**src/rtl/packet_rd_responder.sv**
```systemverilog
// Packet-RAM read responder: big-endian byte/half/word extraction from a
// 32-bit synchronous RAM, with unaligned two-word reads and length bounds check.
module packet_rd_responder #(
  parameter int PACKET_BYTE_ADDR_WIDTH = 12,
  parameter int PACKET_ADDR_WIDTH      = PACKET_BYTE_ADDR_WIDTH - 2
) (
  input  logic                              clk,
  input  logic                              rst,
  input  logic                              rd_en,
  input  logic [PACKET_BYTE_ADDR_WIDTH-1:0] byte_addr,
  input  logic [1:0]                        transfer_sz,
  input  logic [PACKET_BYTE_ADDR_WIDTH:0]   pkt_len,
  output logic [31:0]                       resp_data,
  output logic                              resp_valid,
  output logic                              resp_oob,
  output logic                              busy,
  output logic                              ram_rd_en,
  output logic [PACKET_ADDR_WIDTH-1:0]      ram_addr,
  input  logic [31:0]                       ram_rdata
);

  typedef enum logic [1:0] {IDLE, WAIT0, WAIT1, DONE} state_t;

  state_t                         state_reg;
  logic [31:0]                    resp_data_reg;
  logic                           resp_valid_reg;
  logic                           resp_oob_reg;
  logic                           busy_reg;
  logic [31:0]                    hi_reg;
  logic [1:0]                     offset_reg;
  logic [1:0]                     sz_reg;
  logic [PACKET_ADDR_WIDTH-1:0]   word_reg;
  logic                           span_reg;

  logic [PACKET_BYTE_ADDR_WIDTH:0] req_size;
  logic [PACKET_BYTE_ADDR_WIDTH:0] req_end;
  logic                            req_oob;
  logic                            req_span;
  logic [1:0]                      req_offset;

  assign req_offset = byte_addr[1:0];

  always_comb begin
    req_size = '0;
    case (transfer_sz)
      2'b00:   req_size = (PACKET_BYTE_ADDR_WIDTH+1)'(4);
      2'b01:   req_size = (PACKET_BYTE_ADDR_WIDTH+1)'(2);
      2'b10:   req_size = (PACKET_BYTE_ADDR_WIDTH+1)'(1);
      default: req_size = '0;
    endcase
  end

  // One extra bit keeps byte_addr+size from wrapping at the top of the address space.
  assign req_end  = {1'b0, byte_addr} + req_size;
  assign req_oob  = (transfer_sz == 2'b11) || (req_end > pkt_len);
  assign req_span = ((transfer_sz == 2'b00) && (req_offset != 2'd0)) ||
                    ((transfer_sz == 2'b01) && (req_offset == 2'd3));

  // Network-order pick from {hi, lo}: first byte is at the MSB end, shifted by the offset.
  function automatic logic [31:0] extract(input logic [63:0] c,
                                          input logic [1:0]  off,
                                          input logic [1:0]  sz);
    logic [63:0] sh;
    sh = c << {off, 3'b000};
    case (sz)
      2'b00:   extract = sh[63:32];
      2'b01:   extract = {16'h0000, sh[63:48]};
      default: extract = {24'h000000, sh[63:56]};
    endcase
  endfunction

  // RAM requests are issued combinationally so the RAM samples on the accept/WAIT0 edge.
  always_comb begin
    ram_rd_en = 1'b0;
    ram_addr  = '0;
    if (rst) begin
      case (state_reg)
        IDLE: begin
          if (rd_en && !req_oob) begin
            ram_rd_en = 1'b1;
            ram_addr  = byte_addr[PACKET_BYTE_ADDR_WIDTH-1:2];
          end
        end
        WAIT0: begin
          if (span_reg) begin
            ram_rd_en = 1'b1;
            ram_addr  = word_reg + PACKET_ADDR_WIDTH'(1);
          end
        end
        default: ;
      endcase
    end
  end

  always_ff @(posedge clk) begin
    if (!rst) begin
      state_reg      <= IDLE;
      resp_data_reg  <= '0;
      resp_valid_reg <= 1'b0;
      resp_oob_reg   <= 1'b0;
      busy_reg       <= 1'b0;
      hi_reg         <= '0;
      offset_reg     <= '0;
      sz_reg         <= '0;
      word_reg       <= '0;
      span_reg       <= 1'b0;
    end else begin
      case (state_reg)
        IDLE: begin
          if (rd_en) begin
            busy_reg <= 1'b1;
            if (req_oob) begin
              state_reg      <= DONE;
              resp_data_reg  <= '0;
              resp_oob_reg   <= 1'b1;
              resp_valid_reg <= 1'b1;
            end else begin
              state_reg  <= WAIT0;
              offset_reg <= req_offset;
              sz_reg     <= transfer_sz;
              word_reg   <= byte_addr[PACKET_BYTE_ADDR_WIDTH-1:2];
              span_reg   <= req_span;
            end
          end
        end
        WAIT0: begin
          hi_reg <= ram_rdata;
          if (span_reg) begin
            state_reg <= WAIT1;
          end else begin
            state_reg      <= DONE;
            resp_data_reg  <= extract({ram_rdata, 32'h0}, offset_reg, sz_reg);
            resp_oob_reg   <= 1'b0;
            resp_valid_reg <= 1'b1;
          end
        end
        WAIT1: begin
          state_reg      <= DONE;
          resp_data_reg  <= extract({hi_reg, ram_rdata}, offset_reg, sz_reg);
          resp_oob_reg   <= 1'b0;
          resp_valid_reg <= 1'b1;
        end
        DONE: begin
          state_reg      <= IDLE;
          resp_valid_reg <= 1'b0;
          busy_reg       <= 1'b0;
        end
        default: state_reg <= IDLE;
      endcase
    end
  end

  assign resp_data  = resp_data_reg;
  assign resp_valid = resp_valid_reg;
  assign resp_oob   = resp_oob_reg;
  assign busy       = busy_reg;

endmodule

```
**config.mk**
```make
export PLATFORM = sky130hd
export DESIGN_NAME = packet_rd_responder
export DESIGN_NICKNAME = d
export VERILOG_FILES = /design/src/rtl/packet_rd_responder.sv
export SDC_FILE = /design/constraint.sdc
export NUM_CORES = 1
export LEC_CHECK = 0
export BUFFER_PORTS_ARGS = -buffer_cell sky130_fd_sc_hd__clkbuf_2
export CORE_ASPECT_RATIO = 1.75
export CORE_MARGIN = 8
export CORE_UTILIZATION = 55
export CTS_CLUSTER_SIZE = 16
export DETAILED_ROUTE_END_ITERATION = 10
export PLACE_DENSITY = 0.78
export SETUP_SLACK_MARGIN = 0.5
export SLEW_MARGIN = 20
export SYNTH_ARGS = -nofsm -noshare
export SYNTH_HDL_FRONTEND = slang
export SYNTH_SLANG_ARGS = --single-unit
```
**constraint.sdc**
```tcl
create_clock -name clk -period 3.94 [get_ports clk]
set_input_delay 0 -clock clk [delete_from_list [all_inputs] [get_ports clk]]
set_output_delay 0 -clock clk [all_outputs]
set_load 0.02 [all_outputs]
```
==> results <==
- The run finished with clean final reports.
- Averaged over all synthesized cells, the footprint is 8.42 sq um.
- The gate count of the mapped netlist is 654.
- After detailed routing, the number of remaining DRC violations is 0.
- The quantity of I/O buffers inserted on ports is 107.
- The number of nets in the final layout is 869.
- Counting flops with a built-in enable in the synthesized netlist gives 0.
- The number of global-route vias before repair was 5,634.
- The number of endpoints failing setup at the final stage is 0.
- The most common cell in the synthesized netlist is sky130_fd_sc_hd__nand2_1.
- The count of final max-slew check failures was 0.
- The total number of vias is 5,394.
- The portion of the post-synthesis area used by sequential elements is 30.5%.
- The fraction of registers with async set or reset after synthesis is 0%.
- The number of max-cap violations is 0.
- The worst hold path was traced through 3 stages.
- The flip-flop and latch count after synthesis is 84.
- The worst-case reg-to-reg path depth is 7.
- The total nets after synthesis is 738.
- The critical path required time is 3.94 ns.
- The TritonCTS buffer count is 9.
- The worst register-to-register path ends at resp_data[2]$_SDFFE_PN0P_.
- The tightest min-delay check is of the input port to flop type.
- Summed over all layers, the global routing overflow is 0.
- The critical path launch point type is an input port.
- The die covers 0.0136 sq mm.
- The count of inserted antenna diode cells is 0.
- Synthesis instantiated 54 different standard cells from the library.
- The type of the worst setup path is input port to output pin.
- The worst-case headroom to the max-slew limit is 39.9%.
- The routability congestion estimate from global placement is 0.924.
- In this run the deepest clock path goes through 2 buffers.
- The initial core utilization is 56.3%.
- The largest voltage drop on the vdd net is 517 uV.
- The first global-routing pass estimated 27,600 um of wire.
- The total number of clock tree sinks is 84.
- The final HPWL from detailed placement is 12,600 um.
- The maximum number of pins on one net before global-route repair is 42.
- Relative to the synthesized area, the layout overhead comes to 26.9%.
- The biggest fanout along the worst timing path is 6.
- The power per unit of standard cell area is 527 mW/mm^2.
- The final hold violation count was 0.
- By count the netlist is led by 102 x sky130_fd_sc_hd__nand2_1, 95 x sky130_fd_sc_hd__mux2i_1, 84 x sky130_fd_sc_hd__dfxtp_1.
- Counting the fill cells in the layout gives 765.
- The highest achievable clock rate is 0.304 GHz.
- The first element of the critical path is transfer_sz[1].
- For this block, the initial DRC count from the detailed router was 326.
- During I/O placement, the number of pins put on the boundary was 108.
- The average wire per standard cell is 18.5 um.
- For this block, the routed nets add up to 16,900 um of wire.
- STA classifies the critical path endpoint as an output pin.
- The later pin in the worst-skew pair is clocked with a latency of 0.34 ns.
- The worst register-to-register path begins at offset_reg[1]$_SDFFE_PN0P_.
- The worst hold slack across all endpoints is 0.00514 ns.
- The fraction of layout instances using a drive strength above 1 is 21.6%.
- Clock skew on the completed layout was measured at 0.00770 ns.
- The clock tree root driver cell is sky130_fd_sc_hd__clkbuf_16.
- The overall track demand over capacity in global routing is 24.8%.
- The setup check on the worst reg-to-reg path leaves a slack of 1.14 ns.
- The cell taking the most area after synthesis is sky130_fd_sc_hd__dfxtp_1.
- By area the synthesized netlist is led by sky130_fd_sc_hd__dfxtp_1 31%, sky130_fd_sc_hd__mux2i_1 17%, sky130_fd_sc_hd__nand2_1 7.0%.
- The die is 148 um tall.
- The final critical path takes up 83.4% of the cycle.
- The number of placement rows is 48.
- At the pin with the least slew margin, the transition time is 0.901 ns.
- The horizontal die dimension is 91.6 um.
- The total negative slack for setup checks is 0 ns.
- The worst path in the final design needs a cycle of 3.29 ns, including I/O delays and setup.
- The worst path arrival time is 3.29 ns.
- The number of warnings printed during yosys synthesis is 0.
- The reported leakage power is 0.00293 uW.
- The number of antenna violations at the first check in global routing is 0.
- The via-per-instance ratio is 5.90.
- The H-tree generated during clock tree synthesis spans 3 levels.
- The timing endpoint of the critical path is ram_addr[1].
- The synthesized area is 0.00551 sq mm.
- After clock tree synthesis, the clock-pin slew on the worst setup and hold paths is 0.06 ns.
- The core area is 0.00979 sq mm.
- TritonCTS built the clock tree.
- The number of nets with antenna violations after detailed routing is 0.
- The number of iterations in the first detailed-routing pass is 7.
- Setup repair after global routing left no endpoint under its margin.
- The area fraction of the dominant cell type after synthesis is 30.5%.
- Among all flip-flop cells after synthesis, the most frequent one is sky130_fd_sc_hd__dfxtp_1.
-- worst max-delay path, cell delays in order --
cell	delay (ns)
sky130_fd_sc_hd__buf_6	0.09
sky130_fd_sc_hd__nor2b_4	0.15
sky130_fd_sc_hd__ha_4	0.15
sky130_fd_sc_hd__inv_2	0.04
sky130_fd_sc_hd__fa_2	0.39
sky130_fd_sc_hd__inv_2	0.05
sky130_fd_sc_hd__a21o_1	0.14
sky130_fd_sc_hd__nand2b_1	0.09
sky130_fd_sc_hd__nor2_2	0.12
sky130_fd_sc_hd__xor2_1	0.15
sky130_fd_sc_hd__ha_1	0.26
sky130_fd_sc_hd__a21o_1	0.18
sky130_fd_sc_hd__a21o_1	0.15
sky130_fd_sc_hd__a211o_1	0.34
sky130_fd_sc_hd__o31ai_4	0.31
sky130_fd_sc_hd__o211a_4	0.23
sky130_fd_sc_hd__clkbuf_16	0.14
sky130_fd_sc_hd__a22o_1	0.16
sky130_fd_sc_hd__buf_6	0.13
-- worst min path at each step --
stage | from | end | slack [ns]
detailed placement | ram_rdata[22] | hi_reg[22]$_SDFFE_PN0P_ | 0.28
floorplan | byte_addr[2] | word_reg[0]$_SDFFE_PN0P_ | 0.12
CTS | ram_rdata[19] | hi_reg[19]$_SDFFE_PN0P_ | 0.005
global route | ram_rdata[0] | hi_reg[0]$_SDFFE_PN0P_ | 0.02
global placement | ram_rdata[17] | hi_reg[17]$_SDFFE_PN0P_ | 0.27
finish | ram_rdata[19] | hi_reg[19]$_SDFFE_PN0P_ | 0.005
-- repair_timing --
item	CTS	global route
cloned	1	1
hold buffers	42	1
setup buffers	1	3
pin swaps	0	11
endpoints found under the setup margin	10	11
resized for setup	4	40
hold endpoints to repair	42	1
-- through the flow --
stage	utilization, %	instances	worst slack [ns]	instance area [sq um]	total power, uW
after floorplan	-	654	0.876	5510	2360
after global placement	61.9	850	0.566	6060	2670
after detailed placement	61.9	850	0.409	6060	2710
after CTS	69.9	910	0.518	6840	3650
after global routing	71.4	915	0.476	6990	3890
final	71.4	915	0.653	6990	3680
-- cell type report --
type | count | area (sq um) | area share (%)
sequential | 84 | 1680 | 24.1
tap | 125 | 156 | 2.24
clock inverter | 7 | 88.8 | 1.27
inverter | 27 | 101 | 1.45
clock buffer | 9 | 225 | 3.22
timing repair buffer | 164 | 1180 | 16.9
multi-input combinational | 499 | 3550 | 50.8
-- per-layer routing --
metal	global-route usage, %	vias up	part of all wire (%)
li1	-	2608	-
met1	25.1	2536	38
met2	45.5	202	53
met3	5.10	48	5.1
met4	14.4	0	4.4
met5	0	-	0
-- layout by cell type (no fill, tap or decap), types with 5 or more instances in the layout --
cell	n
sky130_fd_sc_hd__nor2b_1	5
sky130_fd_sc_hd__clkbuf_2	95
sky130_fd_sc_hd__dlygate4sd3_1	43
sky130_fd_sc_hd__buf_6	8
sky130_fd_sc_hd__ha_1	19
sky130_fd_sc_hd__o21ai_0	12
sky130_fd_sc_hd__nand3_1	19
sky130_fd_sc_hd__nand2_1	102
sky130_fd_sc_hd__inv_1	24
sky130_fd_sc_hd__clkbuf_16	10
sky130_fd_sc_hd__o22ai_1	21
sky130_fd_sc_hd__a22o_1	18
sky130_fd_sc_hd__dfxtp_1	83
sky130_fd_sc_hd__nand2b_1	12
sky130_fd_sc_hd__a21oi_1	21
sky130_fd_sc_hd__a21o_1	5
sky130_fd_sc_hd__and3_1	6
sky130_fd_sc_hd__a32o_1	6
sky130_fd_sc_hd__o221ai_1	5
sky130_fd_sc_hd__buf_4	15
sky130_fd_sc_hd__mux2_2	11
sky130_fd_sc_hd__xnor2_1	15
sky130_fd_sc_hd__o2bb2ai_1	17
sky130_fd_sc_hd__nor2_1	52
sky130_fd_sc_hd__mux2i_1	95
-- where the power goes --
group	internal (uW)	switching (uW)	total, uW
logic	694	961	1650
registers	999	140	1140
clock network	509	377	886
-- cell families after synthesis --
group           Yosys count  synth area share (%)
simple gates            214                  17.1
compound gates          139                  19.3
mux                     106                  19.5
flops                    84                  30.5
buf+inv                  71                  5.61
fa+ha+maj                22                  5.13
xor+xnor                 18                  2.86
No activity file was read; power rests on OpenSTA's default activity.
